## config.mk

```make
export PLATFORM = sky130hd
export DESIGN_NAME = outarb
export DESIGN_NICKNAME = d
export VERILOG_FILES = /design/src/rtl/outarb_pkg.sv /design/src/rtl/outarb_rrarb.sv /design/src/rtl/outarb.sv
export SDC_FILE = /design/constraint.sdc
export NUM_CORES = 1
export LEC_CHECK = 0
export ABC_CLOCK_PERIOD_IN_PS = 14200
export BUFFER_PORTS_ARGS = -buffer_cell sky130_fd_sc_hd__buf_2
export CAP_MARGIN = 20
export CORE_ASPECT_RATIO = 0.9
export CORE_MARGIN = 1.5
export CORE_UTILIZATION = 30
export CTS_BUF_LIST = sky130_fd_sc_hd__clkbuf_4 sky130_fd_sc_hd__clkbuf_8 sky130_fd_sc_hd__clkbuf_16
export CTS_CLUSTER_DIAMETER = 60
export DETAILED_ROUTE_END_ITERATION = 8
export PLACE_DENSITY = 0.5
export SYNTH_ARGS = -nofsm -noshare
export SYNTH_HDL_FRONTEND = slang
export SYNTH_SLANG_ARGS = --single-unit
```

## constraint.sdc

```tcl
create_clock -name clk -period 14.2 [get_ports clk]
set_input_delay 2.13 -clock clk [delete_from_list [all_inputs] [get_ports clk]]
set_output_delay 2.13 -clock clk [all_outputs]
set_load 0.01 [all_outputs]
```

## src/rtl/outarb_pkg.sv

```systemverilog
//------------------------------------------------------------------------------
// outarb_pkg: flit type codes, channel widths and FSM states for outarb.
// Rev 1.0
//------------------------------------------------------------------------------
`default_nettype none

package outarb_pkg;

  localparam int TYPEW  = 1;
  localparam int VCHW   = 0;
  localparam int VCH    = 1;
  localparam int PKTLEN = 8;

  localparam logic [TYPEW:0] TYPE_BODY     = 2'b00;
  localparam logic [TYPEW:0] TYPE_HEAD     = 2'b01;
  localparam logic [TYPEW:0] TYPE_TAIL     = 2'b10;
  localparam logic [TYPEW:0] TYPE_HEADTAIL = 2'b11;

  typedef enum logic [0:0] {
    ST_IDLE = 1'b0,
    ST_BUSY = 1'b1
  } state_e;

  function automatic logic is_head(input logic [TYPEW:0] t);
    return (t == TYPE_HEAD) || (t == TYPE_HEADTAIL);
  endfunction

  function automatic logic is_tail(input logic [TYPEW:0] t);
    return (t == TYPE_TAIL) || (t == TYPE_HEADTAIL);
  endfunction

endpackage

`default_nettype wire

```

## src/rtl/outarb_rrarb.sv

```systemverilog
//------------------------------------------------------------------------------
// rrarb: combinational round-robin picker, first request at or after ptr.
// Rev 1.0
//------------------------------------------------------------------------------
`default_nettype none

module rrarb #(
  parameter int N  = 5,
  parameter int PW = (N > 1) ? $clog2(N) : 1
) (
  input  logic [N-1:0]  req_i,
  input  logic [PW-1:0] ptr_i,
  output logic [N-1:0]  win_o,
  output logic [PW-1:0] idx_o,
  output logic          any_o
);

  always_comb begin
    win_o = '0;
    idx_o = '0;
    any_o = 1'b0;
    for (int k = 0; k < N; k++) begin
      logic [PW-1:0] w_j;
      w_j = PW'((int'(ptr_i) + k) % N);
      if (!any_o && req_i[w_j]) begin
        any_o        = 1'b1;
        win_o[w_j]   = 1'b1;
        idx_o        = w_j;
      end
    end
  end

endmodule

`default_nettype wire

```

## src/rtl/outarb.sv

```systemverilog
//------------------------------------------------------------------------------
// outarb: packet-granular round-robin switch arbiter for one output channel.
// Rev 1.0
//------------------------------------------------------------------------------
`default_nettype none

module outarb
  import outarb_pkg::*;
#(
  parameter int ROUTERID = 0,
  parameter int PCHID    = 0,
  parameter int NPORT    = 5
) (
  input  logic                      clk,
  input  logic                      rst_,
  input  logic [NPORT-1:0]          ireq,
  input  logic [NPORT*(VCHW+1)-1:0] ivch,
  input  logic [NPORT*(TYPEW+1)-1:0] itype,
  input  logic [VCH:0]              ordy,
  input  logic [VCH:0]              olck,
  output logic [NPORT-1:0]          ogrant,
  output logic [2:0]                osel,
  output logic [VCHW:0]             ovch,
  output logic                      obusy,
  output logic                      oxfer,
  output logic                      oerr
);

  localparam int c_ptrw = (NPORT > 1) ? $clog2(NPORT) : 1;
  localparam int c_fcw  = $clog2(PKTLEN + 1);

  // osel is 3 bits wide, so more than 8 ports cannot be encoded
  if (NPORT < 1 || NPORT > 8 || ROUTERID < 0 || PCHID < 0) begin : g_cfg_bad
    $error("outarb: unsupported configuration");
  end

  state_e             state_q, state_d;
  logic [c_ptrw-1:0]  ptr_q, ptr_d;
  logic [c_ptrw-1:0]  sel_q, sel_d;
  logic [c_fcw-1:0]   fcnt_q, fcnt_d;
  logic [NPORT-1:0]   grant_q, grant_d;
  logic [VCHW:0]      vch_q, vch_d;
  logic               err_q, err_d;

  logic [TYPEW:0]     w_type [NPORT];
  logic [VCHW:0]      w_vch  [NPORT];
  logic [NPORT-1:0]   w_elig;
  logic [NPORT-1:0]   w_win;
  logic [c_ptrw-1:0]  w_win_idx;
  logic               w_any;
  logic               w_xfer;
  logic               w_cur_tail;
  logic               w_last;
  logic [c_ptrw-1:0]  w_ptr_next;

  for (genvar gi = 0; gi < NPORT; gi++) begin : g_port
    assign w_type[gi] = itype[gi*(TYPEW+1) +: TYPEW+1];
    assign w_vch[gi]  = ivch[gi*(VCHW+1) +: VCHW+1];
    assign w_elig[gi] = ireq[gi] & is_head(w_type[gi])
                      & ordy[w_vch[gi]] & ~olck[w_vch[gi]];
  end

  rrarb #(
    .N  (NPORT),
    .PW (c_ptrw)
  ) u_rrarb (
    .req_i (w_elig),
    .ptr_i (ptr_q),
    .win_o (w_win),
    .idx_o (w_win_idx),
    .any_o (w_any)
  );

  assign w_xfer     = (state_q == ST_BUSY) & ireq[sel_q];
  assign w_cur_tail = is_tail(w_type[sel_q]);
  // A packet that reaches PKTLEN flits without a tail is cut off here
  assign w_last     = w_cur_tail | (fcnt_q == c_fcw'(PKTLEN - 1));
  assign w_ptr_next = (sel_q == c_ptrw'(NPORT - 1)) ? '0 : sel_q + 1'b1;

  always_comb begin
    state_d = state_q;
    ptr_d   = ptr_q;
    sel_d   = sel_q;
    fcnt_d  = fcnt_q;
    grant_d = grant_q;
    vch_d   = vch_q;
    err_d   = err_q;
    case (state_q)
      ST_IDLE: begin
        if (w_any) begin
          state_d = ST_BUSY;
          grant_d = w_win;
          sel_d   = w_win_idx;
          vch_d   = w_vch[w_win_idx];
          fcnt_d  = '0;
        end
      end
      ST_BUSY: begin
        if (w_xfer) begin
          fcnt_d = fcnt_q + 1'b1;
          if (w_last) begin
            state_d = ST_IDLE;
            ptr_d   = w_ptr_next;
            grant_d = '0;
            sel_d   = '0;
            vch_d   = '0;
            if (!w_cur_tail) begin
              err_d = 1'b1;
            end
          end
        end
      end
      default: state_d = ST_IDLE;
    endcase
  end

  always_ff @(posedge clk) begin
    if (!rst_) begin
      state_q <= ST_IDLE;
      ptr_q   <= '0;
      sel_q   <= '0;
      fcnt_q  <= '0;
      grant_q <= '0;
      vch_q   <= '0;
      err_q   <= 1'b0;
    end else begin
      state_q <= state_d;
      ptr_q   <= ptr_d;
      sel_q   <= sel_d;
      fcnt_q  <= fcnt_d;
      grant_q <= grant_d;
      vch_q   <= vch_d;
      err_q   <= err_d;
    end
  end

  assign ogrant = grant_q;
  assign osel   = 3'(sel_q);
  assign ovch   = vch_q;
  assign obusy  = (state_q == ST_BUSY);
  assign oxfer  = w_xfer;
  assign oerr   = err_q;

endmodule

`default_nettype wire
```

==> impl_summary.log, run 1 <==
INFO  metric class_of_the_tightest_hold_or_removal_check = flip-flop to flip-flop
INFO  metric critical_path.max_fanout = 19
INFO  metric pin_count = 38
INFO  metric floorplan.initialDensity = 30.9%
INFO  metric fin_crit = 5.62 ns
INFO  metric worstSetupPathType = flip-flop to flip-flop
INFO  metric cts_max_path_buffers = 2
INFO  metric netlist_area = 2820 um2
INFO  metric drt_iter0_drc = 145
INFO  metric num_vias = 3019
INFO  metric ant_nets = 0
INFO  metric drt-wirelength-per-cell = 15.9 um
INFO  metric gp_congestion = 0.893
INFO  metric final.period_utilization = 39.6%
INFO  metric status = finished clean
INFO  metric cts-buffers-inserted = 3
INFO  metric layout-drive-gt1-share = 16.6%
INFO  metric clock_transition_at_the_registers_of_the_reported_paths = 0.07 ns
INFO  metric clock_sinks = 18
INFO  metric port-buffer-count = 37
INFO  metric placed_cell_areas = 3090 um2
INFO  metric synthCells = 372
INFO  metric number_of_antenna_violations_at_the_first_check_in_global_routing = 0
INFO  metric final_layout_setup_total_negative_slack = 0 ns
INFO  metric timing.critical_path.arrival = 5.75 ns
INFO  metric cellPowerDensity = 175 nW/um2
INFO  metric die_width = 105 um
INFO  metric startpoint_type = flip-flop
INFO  metric antennaDiodeCount = 0
INFO  metric grt_first_pass_wirelength = 13400 um
INFO  metric endpoint_kind = flip-flop
INFO  metric fillerInstances = 974
INFO  metric ff_latch_area = 360 um2
INFO  metric coreArea = 9130 um2
INFO  metric die_area = 10000 um2
INFO  metric synthesis.nets = 422
INFO  metric timing.clock.skew = 0.00256 ns
INFO  metric rows = 33
INFO  metric number_of_synthesized_register_bits = 18
INFO  metric dieHeight = 95.0 um
INFO  metric area_of_the_multi_input_gates = 2290 um2
INFO  metric layout.cell_area.non_filler = 3140 um2
INFO  metric postSynth.asyncResetShare = 0%
INFO  metric cp.required = 14.33 ns
INFO  metric drcViolationCount = 0
INFO  metric synth-edff-count = 0
INFO  metric nets = 448
INFO  metric tritoncts = built
INFO  metric layout_overhead_on_the_synthesized_area = 11.2%
INFO  metric cts_post_setup_buffers_inserted = 0
INFO  metric gr-usage-all-layers = 16.4%
INFO  metric critPathMaxStageDelay = 0.71 ns
INFO  metric synth_top_flop_cell = dfxtp_1
INFO  metric firstDrtPassIters = 4
INFO  metric ys_warn_count = 0
INFO  metric finalSetupViolations = 0
INFO  metric layout.core_utilization = 34.4%
INFO  metric leak_pwr = 0.00130 uW
INFO  metric fmax = 178 MHz
INFO  metric slew-limit-headroom = 48.7%
INFO  metric finalWirelength = 8240 um
INFO  metric dp_hpwl = 6510 um
INFO  metric ctsHoldBuffers = 0
INFO  metric power.ir.vdd_worst = 0.0706 mV
INFO  metric finalNonFillerCells = 519
INFO  metric drv.max_cap_violation_count = 0
INFO  metric seq_area_frac_synth = 12.8%
INFO  metric clock_tree.htree_level_count = 1
INFO  metric cts_repair_resize_count = 0
INFO  metric place.detailed.instances = 515
INFO  metric syn-mean-instance-area = 7.59 um2
INFO  metric detail_route.vias_per_cell = 5.82
INFO  metric clock_latency_reported_for_the_late_side_of_the_worst_skew_pair = 0.26 ns
INFO  metric clk_root_buffer_cell = clkbuf_8
INFO  metric tightest_slew = 0.766 ns
INFO  metric crit_path_frequent_cell = ha_1
INFO  metric setup_repair_after_global_routing_missed_its_margin = false
INFO  metric report.final.hold_viol_count = 0
INFO  metric cell_at_the_slowest_stage_of_the_critical_path = ha_1
INFO  metric grt-ovfl-total = 0
INFO  metric synth.lib_cells_used.distinct = 83
INFO  metric critical_path.cell_chain = inv_1, ha_1, inv_2, ha_1, nor2_1, a21oi_1, xnor2_1, ha_1, nand2b_1, o311ai_1, o22ai_1, or2_1, a221o_1, o22ai_1, o21ai_0, a211oi_1, o2bb2ai_1, a211oi_1, o41ai_2
INFO  metric grt_pass1_vias = 2769
INFO  metric grt_max_degree = 27
INFO  metric final-max-slew-violation-count = 0
==> routing by layer <==
metal  GRT usage (%)  wire [um]
met1            22.4       3860
met2            27.7       3790
met3            1.64        471
met4            4.45        121
met5               0          0
==> final timing paths <==
check | from | to | slack [ns] | cells after the start
setup / recovery | ptr_q[1] | ovch | 8.58 | 19
hold / removal | ogrant[4] | ogrant[4] | 0.46 | 2
setup reg to reg | ptr_q[1] | ovch | 8.58 | 19
hold reg to reg | ogrant[4] | ogrant[4] | 0.46 | 2
==> synth_stat cells, drive strengths merged (8+ instances only) <==
| master | n | area, um2 |
|---|---|---|
| nand2 | 32 | 120 |
| nor2 | 30 | 113 |
| ha | 23 | 288 |
| inv | 22 | 82.6 |
| a21oi | 20 | 104 |
| dfxtp | 18 | 360 |
| nand3 | 13 | 65.1 |
| a31oi | 12 | 81.3 |
| mux2i | 11 | 110 |
| nand2b | 11 | 68.8 |
| o21ai | 11 | 55.1 |
| buf | 10 | 61.3 |
| xnor2 | 10 | 103 |
| nor3 | 9 | 50.1 |
| clkbuf | 8 | 30.0 |
==> final cells by class <==
cell class | count | area share, %
inverter | 22 | 2.63
tap | 122 | 4.86
multi-input combinational | 314 | 72.9
sequential | 18 | 11.5
clock buffer | 4 | 1.75
timing repair buffer | 39 | 6.37
==> through the flow <==
stage               hold slack, ns  power, uW  setup slack [ns]
CTS                          0.467        548              8.54
floorplan                    0.465        420              9.18
global route                 0.487        606              7.96
detailed placement           0.457        503              8.56
finish                       0.462        550              8.58
global placement             0.449        504              8.65
==> worst max-delay path, delay by kind of cell (launching register included) <==
family,cells,cell delay (ns)
DFF,1,0.63
xor gates and xnor gates,1,0.33
and+or+nand+nor,3,0.60
adders and majority gates,3,1.28
AOI/OAI and AO/OA,10,2.17
buffers and inverters,2,0.47
==> state kept, by name, summed over array words and instances (netlist names) <==
signal  cells
ogrant      5
fcnt_q      4
osel        3
ptr_q       3
obusy       1
oerr        1
ovch        1
==> where the power goes <==
part / internal (uW) / switching (uW) / total (uW)
logic: 161 / 263 / 424
registers: 65.2 / 17.4 / 82.5
clock network: 24.7 / 17.9 / 42.6
==> kinds of logic (layout without fill, tap and decap cells) <==
family | after synthesis | after routing | synth area share, %
buf+inv | 40 | 65 | 6.16
compound gates | 112 | 112 | 29.8
fa+ha+maj | 24 | 24 | 10.9
mux | 16 | 16 | 6.69
simple gates | 149 | 149 | 29.1
flops | 18 | 18 | 12.8
xor+xnor | 13 | 13 | 4.56
==> cells in the final DEF, fill, tap and decap left out, drive strengths merged, types with 4 or more instances in the layout <==
master	instances
xnor2	10
o221ai	4
inv	22
dfxtp	18
a211oi	7
nor2	30
clkbuf	4
buf	39
nand2b	11
ha	23
nor2b	4
nor3b	6
a21oi	20
nand2	32
nor3	9
o21ai	11
mux2i	11
nand3	13
and3	7
o41ai	4
nor4	5
o211ai	7
o22ai	4
nand3b	4
a31oi	12
o31ai	5
and3b	5
nand4	6
Power figures use the tool's default switching activity.
==> run 2: changes to the inputs <==
--- a/config.mk
+++ b/config.mk
@@ -5,7 +5,7 @@
 export SDC_FILE = /design/constraint.sdc
 export NUM_CORES = 1
 export LEC_CHECK = 0
-export ABC_CLOCK_PERIOD_IN_PS = 14200
+export ABC_CLOCK_PERIOD_IN_PS = 5450
 export BUFFER_PORTS_ARGS = -buffer_cell sky130_fd_sc_hd__buf_2
 export CAP_MARGIN = 20
 export CORE_ASPECT_RATIO = 0.9
==> constraint.sdc (replaced) <==
create_clock -name clk -period 5.45 [get_ports clk]
set_input_delay 0.8175 -clock clk [delete_from_list [all_inputs] [get_ports clk]]
set_output_delay 0.8175 -clock clk [all_outputs]
set_load 0.01 [all_outputs]
==> run 2 against run 1 <==
Combinational power rose to 2.7 times the previous value. Critical path depth is 1 higher. Sequential share of layout area decreased by 0.13 points. Non-clock buffer count grew 4. Highest routed layer unchanged. Register-to-register slack worse by 8.1 ns. Clock skew barely moved. Design area rose by 1.2%. First-iteration DRC count grew 44%. Count of clock-buffer cells in the layout down 1. Wire length shrank 1.0%. Global-route usage hardly changed. Largest power group unchanged. Cell count rose by 0.58%.
==> impl_summary.log, run 2 (synthesis gave the netlist of run 1 again) <==
INFO  metric final_layout_setup_total_negative_slack = 0 ns (unchanged)
INFO  metric setup_repair_after_global_routing_missed_its_margin = false
INFO  metric die_area = 10000 um2 (unchanged)
INFO  metric finalWirelength = 8160 um (-1.0%)
INFO  metric cp.required = 5.57 ns (-8.76 ns)
INFO  metric highest-signal-layer = met4
INFO  metric clk_root_buffer_cell = clkbuf_8
INFO  metric largest_register_ff_count = 5 (unchanged)
INFO  metric power.ir.vdd_worst = 0.139 mV (+97%)
INFO  metric clock_latency_reported_for_the_late_side_of_the_worst_skew_pair = 0.25 ns (about the same)
INFO  metric detail_route.vias_per_cell = 5.68 (-2.3%)
INFO  metric endpoint_kind = flip-flop
INFO  metric gp_congestion = 0.888 (-0.57%)
INFO  metric cts-buffers-inserted = 3 (unchanged)
INFO  metric timing.clock.skew = 0.00252 ns (-0.0000340 ns)
INFO  metric tightest_slew = 0.907 ns (+0.141 ns)
INFO  metric report.final.hold_viol_count = 0 (unchanged)
INFO  metric layout.core_utilization = 34.8% (+0.40 points)
INFO  metric timing.critical_path.arrival = 5.11 ns (-0.64 ns)
INFO  metric final_critical_path_setup_slack = 0.460 ns (-8.12 ns)
INFO  metric grt_max_degree = 27 (unchanged)
INFO  metric layout-drive-gt1-share = 18.3% (+1.6 points)
INFO  metric cts_max_path_buffers = 2 (unchanged)
INFO  metric nets = 452 (+0.89%)
INFO  metric met3RoutedLength = 406 um (-14%)
INFO  metric status = finished clean
INFO  metric place.detailed.instances = 519 (+0.78%)
INFO  metric cts_post_setup_buffers_inserted = 0 (unchanged)
INFO  metric final.period_utilization = 91.6% (+52 points)
INFO  metric final-max-slew-violation-count = 0 (unchanged)
INFO  metric grt_pass1_vias = 2756 (-0.47%)
INFO  metric drv.max_cap_violation_count = 0 (unchanged)
INFO  metric dieHeight = 95.0 um (unchanged)
INFO  metric layout_commonest_cell = buf_2
INFO  metric grt_first_pass_wirelength = 13500 um (+0.92%)
INFO  metric layout_common_cells = buf_2, nand2_1, nor2_1
INFO  metric firstDrtPassIters = 5 (+1)
INFO  metric startpoint_type = flip-flop
INFO  metric tritoncts = built
INFO  metric ant_nets = 0 (unchanged)
INFO  metric clock_transition_at_the_registers_of_the_reported_paths = 0.07 ns (about the same)
INFO  metric finalNonFillerCells = 522 (+0.58%)
INFO  metric coreArea = 9130 um2 (unchanged)
INFO  metric num_vias = 2967 (-1.7%)
INFO  metric gr-usage-all-layers = 16.4% (-0.039 points)
INFO  metric cellPowerDensity = 454 nW/um2 (+160%)
INFO  metric leak_pwr = 0.00132 uW (+1.3%)
INFO  metric clock_tree.htree_level_count = 1 (unchanged)
INFO  metric pin_count = 38 (unchanged)
INFO  metric worstSetupPathType = flip-flop to flip-flop
INFO  metric drcViolationCount = 0 (unchanged)
INFO  metric antennaDiodeCount = 0 (unchanged)
INFO  metric die_width = 105 um (unchanged)
INFO  metric fmax = 200 MHz (+13%)
INFO  metric number_of_antenna_violations_at_the_first_check_in_global_routing = 0 (unchanged)
INFO  metric dp_hpwl = 6390 um (-1.9%)
INFO  metric drt_iter0_drc = 209 (+44%)
INFO  metric critical_path.max_fanout = 9 (-10)
INFO  metric slew-limit-headroom = 39.3% (-9.4 points)
INFO  metric class_of_the_tightest_hold_or_removal_check = flip-flop to flip-flop
INFO  metric drt-wirelength-per-cell = 15.6 um (-1.6%)
INFO  metric place_ws = 0.302 ns (-8.26 ns)
INFO  metric floorplan.initialDensity = 30.9% (unchanged)
INFO  metric wirelength_met1 = 4040 um (+4.7%)
INFO  metric port-buffer-count = 37 (unchanged)
INFO  metric grt-ovfl-total = 0 (unchanged)
INFO  metric clock_sinks = 18 (unchanged)
INFO  metric fin_crit = 4.99 ns (-0.633 ns)
INFO  metric rows = 33 (unchanged)
INFO  metric met2RoutedLength = 3650 um (-3.9%)
INFO  metric finalSetupViolations = 0 (unchanged)
INFO  metric layout_overhead_on_the_synthesized_area = 12.5%
run 2: layout make-up:
type	instances	area [um2]
clock buffer	3	41.3
tap	122	153
sequential	18	360
inverter	22	82.6
timing repair buffer	43	230
multi-input combinational	314	2310
fill	987	5950
run 2: repair_timing:
| action | 4_1_cts | 5_1_grt |
|---|---|---|
| setup endpoints to repair | 0 | 8 |
| hold buffers | 0 | 0 |
| resized for setup | 0 | 5 |
| hold endpoints to repair | 0 | 0 |
run 2: stage by stage:
step	power, uW	instance area (um2)	hold slack, ns
after floorplan	1090	2820	0.465
after global placement	1310	3120	0.445
after detailed placement	1320	3120	0.447
after CTS	1420	3160	0.457
after global routing	1580	3180	0.474
final	1440	3180	0.453
run 2: critical path: stages, from the launching register on:
cell	delay [ns]
dfxtp_1	0.33
inv_1	0.16
ha_1	0.28
xnor2_2	0.32
inv_2	0.14
ha_1	0.26
nor2_1	0.18
a21oi_1	0.11
xnor2_1	0.36
ha_1	0.29
nand2b_1	0.14
o311ai_1	0.12
o22ai_1	0.17
or2_1	0.30
a221o_1	0.37
o22ai_1	0.36
o21ai_0	0.17
a211oi_2	0.34
o2bb2ai_1	0.10
a211oi_1	0.28
o41ai_2	0.10
run 2: routing by layer:
layer	track usage (%)	up-vias
met5	0	-
met4	1.48	0
met3	2.05	12
met2	27.7	103
met1	23.2	1377
li1	-	1475
run 2: worst paths after layout:
path / cells past startpoint / to / start / slack, ns
setup / recovery: 20 / ovch / ptr_q[1] / 0.46
hold / removal: 2 / ogrant[4] / ogrant[4] / 0.45
setup reg to reg: 20 / ovch / ptr_q[1] / 0.46
hold reg to reg: 2 / ogrant[4] / ogrant[4] / 0.45
run 2: where the power goes:
part | total [uW] | internal [uW] | switching, uW
clock | 93.0 | 49.1 | 43.9
sequential | 219 | 170 | 48.8
combinational | 1130 | 436 | 693
total | 1440 | 655 | 786
==> run 3: changes to the inputs <==
--- a/config.mk
+++ b/config.mk
@@ -5,7 +5,7 @@
 export SDC_FILE = /design/constraint.sdc
 export NUM_CORES = 1
 export LEC_CHECK = 0
-export ABC_CLOCK_PERIOD_IN_PS = 5450
+export ABC_CLOCK_PERIOD_IN_PS = 4800
 export BUFFER_PORTS_ARGS = -buffer_cell sky130_fd_sc_hd__buf_2
 export CAP_MARGIN = 20
 export CORE_ASPECT_RATIO = 0.9
@@ -14,7 +14,7 @@
 export CTS_BUF_LIST = sky130_fd_sc_hd__clkbuf_4 sky130_fd_sc_hd__clkbuf_8 sky130_fd_sc_hd__clkbuf_16
 export CTS_CLUSTER_DIAMETER = 60
 export DETAILED_ROUTE_END_ITERATION = 8
-export PLACE_DENSITY = 0.5
+export PLACE_DENSITY = 0.51
 export SYNTH_ARGS = -nofsm -noshare
 export SYNTH_HDL_FRONTEND = slang
 export SYNTH_SLANG_ARGS = --single-unit
==> constraint.sdc (replaced) <==
create_clock -name clk -period 4.8 [get_ports clk]
set_input_delay 0.72 -clock clk [delete_from_list [all_inputs] [get_ports clk]]
set_output_delay 0.72 -clock clk [all_outputs]
set_load 0.01 [all_outputs]
==> run 3 against run 2 <==
Global-route usage up 0.53 points. Sequential cell count unchanged. Combinational power is 20% higher. Wire length rose by 6.4%. Clock power grew 43%. Power up 21%. Design area is 4.3% higher. Via count is 2.4% higher. Sequential share of layout area is 0.46 points lower. Count of clock-buffer cells in the layout increased by 1. Largest power group unchanged. First-iteration DRC count is 15% higher.
==> impl_summary.log, run 3 (synthesis gave the netlist of run 1 again) <==
INFO  metric cellPowerDensity = 524 nW/um2 (+16%)
INFO  metric use_met1 = 25.5% (+2.4 points)
INFO  metric timing.clock.skew = 0.0111 ns (+0.00859 ns)
INFO  metric drv.max_cap_violation_count = 0 (unchanged)
INFO  metric cts_max_path_buffers = 2 (unchanged)
INFO  metric cts_post_setup_buffers_inserted = 0 (unchanged)
INFO  metric cts_repair_resize_count = 0 (unchanged)
INFO  metric layout-drive-gt1-share = 22.3% (+4.1 points)
INFO  metric finalPower = 1740 uW (+21%)
INFO  metric die_width = 105 um (unchanged)
INFO  metric grt-ovfl-total = 0 (unchanged)
INFO  metric class_of_the_tightest_hold_or_removal_check = flip-flop to flip-flop
INFO  metric finalWirelength = 8680 um (+6.4%)
INFO  metric final_critical_path_setup_slack = 0.346 ns (-0.115 ns)
INFO  metric met3_usage = 0.889% (-1.2 points)
INFO  metric clock_latency_reported_for_the_late_side_of_the_worst_skew_pair = 0.26 ns (about the same)
INFO  metric grt_pass1_vias = 2742 (-0.51%)
INFO  metric busiest_layer = met2
INFO  metric largest_register_ff_count = 5 (unchanged)
INFO  metric startpoint_type = flip-flop
INFO  metric place_ws = 0.106 ns (-0.196 ns)
INFO  metric endpoint_kind = flip-flop
INFO  metric ctsHoldBuffers = 0 (unchanged)
INFO  metric slew-limit-headroom = 53.4% (+14 points)
INFO  metric final-max-slew-violation-count = 0 (unchanged)
INFO  metric layout_common_cells = buf_2, nand2_1, nor2_1
INFO  metric critical_path.max_fanout = 10 (+1)
INFO  metric tritoncts = built
INFO  metric pin_count = 38 (unchanged)
INFO  metric detail_route.vias_per_cell = 5.69 (about the same)
INFO  metric dieHeight = 95.0 um (unchanged)
INFO  metric final_layout_setup_total_negative_slack = 0 ns (unchanged)
INFO  metric power.ir.vdd_worst = 0.194 mV (+40%)
INFO  metric drt-wirelength-per-cell = 16.3 um (+4.0%)
INFO  metric fmax = 224 MHz (+12%)
INFO  metric antennaDiodeCount = 0 (unchanged)
INFO  metric cp.required = 4.93 ns (-0.64 ns)
INFO  metric clk_root_buffer_cell = clkbuf_8
INFO  metric worstSetupPathType = flip-flop to flip-flop
INFO  metric grt_util_met2 = 26.3% (-1.4 points)
INFO  metric number_of_antenna_violations_at_the_first_check_in_global_routing = 0 (unchanged)
INFO  metric ant_nets = 0 (unchanged)
INFO  metric placed_cell_areas = 3210 um2 (+3.1%)
INFO  metric timing.critical_path.arrival = 4.58 ns (-0.53 ns)
INFO  metric tightest_slew = 0.697 ns (-0.210 ns)
INFO  metric place.detailed.instances = 530 (+2.1%)
INFO  metric grt_first_pass_wirelength = 13900 um (+2.7%)
INFO  metric rows = 33 (unchanged)
INFO  metric finalNonFillerCells = 534 (+2.3%)
INFO  metric clock_transition_at_the_registers_of_the_reported_paths = 0.09 ns (+0.02 ns)
INFO  metric floorplan.initialDensity = 30.9% (unchanged)
INFO  metric leak_pwr = 0.00141 uW (+6.7%)
INFO  metric layout_overhead_on_the_synthesized_area = 17.3%
INFO  metric fin_crit = 4.45 ns (-0.535 ns)
INFO  metric gp_congestion = 0.937 (+5.6%)
INFO  metric area_of_the_multi_input_gates = 2350 um2 (+1.7%)
INFO  metric report.final.hold_viol_count = 0 (unchanged)
INFO  metric status = finished clean
INFO  metric setup_repair_after_global_routing_missed_its_margin = false
INFO  metric clock_tree.htree_level_count = 1 (unchanged)
INFO  metric coreArea = 9130 um2 (unchanged)
INFO  metric clock_sinks = 18 (unchanged)
INFO  metric finalSetupViolations = 0 (unchanged)
INFO  metric num_vias = 3037 (+2.4%)
INFO  metric nets = 463 (+2.4%)
INFO  metric final.period_utilization = 92.8% (+1.2 points)
INFO  metric layout_commonest_cell = buf_2
INFO  metric layout.cell_area.non_filler = 3310 um2 (+4.3%)
INFO  metric grt_max_degree = 26 (-3.7%)
INFO  metric gr-usage-all-layers = 16.9% (+0.53 points)
INFO  metric ff_latch_area = 360 um2 (unchanged)
INFO  metric cts-buffers-inserted = 3 (unchanged)
INFO  metric drcViolationCount = 0 (unchanged)
INFO  metric dp_hpwl = 6860 um (+7.3%)
INFO  metric port-buffer-count = 37 (unchanged)
INFO  metric drt_iter0_drc = 240 (+15%)
INFO  metric fillerInstances = 965 (-2.2%)
INFO  metric die_area = 10000 um2 (unchanged)
INFO  metric firstDrtPassIters = 5 (unchanged)
[run 3: changes by cell type in the layout (fill, tap and decap cells not counted), sizes merged]
cell	change
buf	+11
clkbuf	+1
[run 3: layout make-up]
type	count	area share, %
clock buffer	4	1.66
inverter	22	2.49
multi-input combinational	314	70.9
sequential	18	10.9
tap	122	4.61
timing repair buffer	54	9.44
[run 3: final timing paths]
check	cells after the start	startpoint	slack (ns)	end
hold reg to reg	2	ogrant[4]	0.46	ogrant[4]
hold / removal	2	ogrant[4]	0.46	ogrant[4]
setup reg to reg	18	ptr_q[1]	0.35	ovch
setup / recovery	18	ptr_q[1]	0.35	ovch
[run 3: power by group]
| group | switching, uW | internal, uW |
|---|---|---|
| clock network | 59.6 | 73.0 |
| logic | 827 | 534 |
| registers | 50.6 | 193 |
[run 3: metal layers]
metal / up-vias / wire, um / part of all wire, %
met5: - / 0 / 0
met4: 0 / 101 / 1.2
met3: 8 / 327 / 3.8
met2: 75 / 3830 / 44
met1: 1462 / 4430 / 51
li1: 1492 / - / -
[run 3: critical path, cell delays in order, from the launching register on]
cell and delay (ns):
dfxtp_1 0.35, inv_2 0.08, ha_1 0.31, o21a_1 0.22
a21oi_1 0.15, xnor2_1 0.17, ha_1 0.20, fa_1 0.18
a21boi_1 0.24, nand3_2 0.22, xnor2_2 0.29, mux2i_1 0.25
o221ai_2 0.19, and4b_2 0.35, and3_4 0.19, a221o_1 0.38
o2bb2ai_1 0.14, a211oi_1 0.30, o41ai_2 0.11
[run 3: stage by stage]
step           util, %  hold WS, ns
3_3_place_gp      35.2        0.446
5_1_grt           36.3        0.497
6_report          36.3        0.462
3_5_place_dp      35.2        0.449
4_1_cts           35.8        0.459
2_1_floorplan        -        0.465
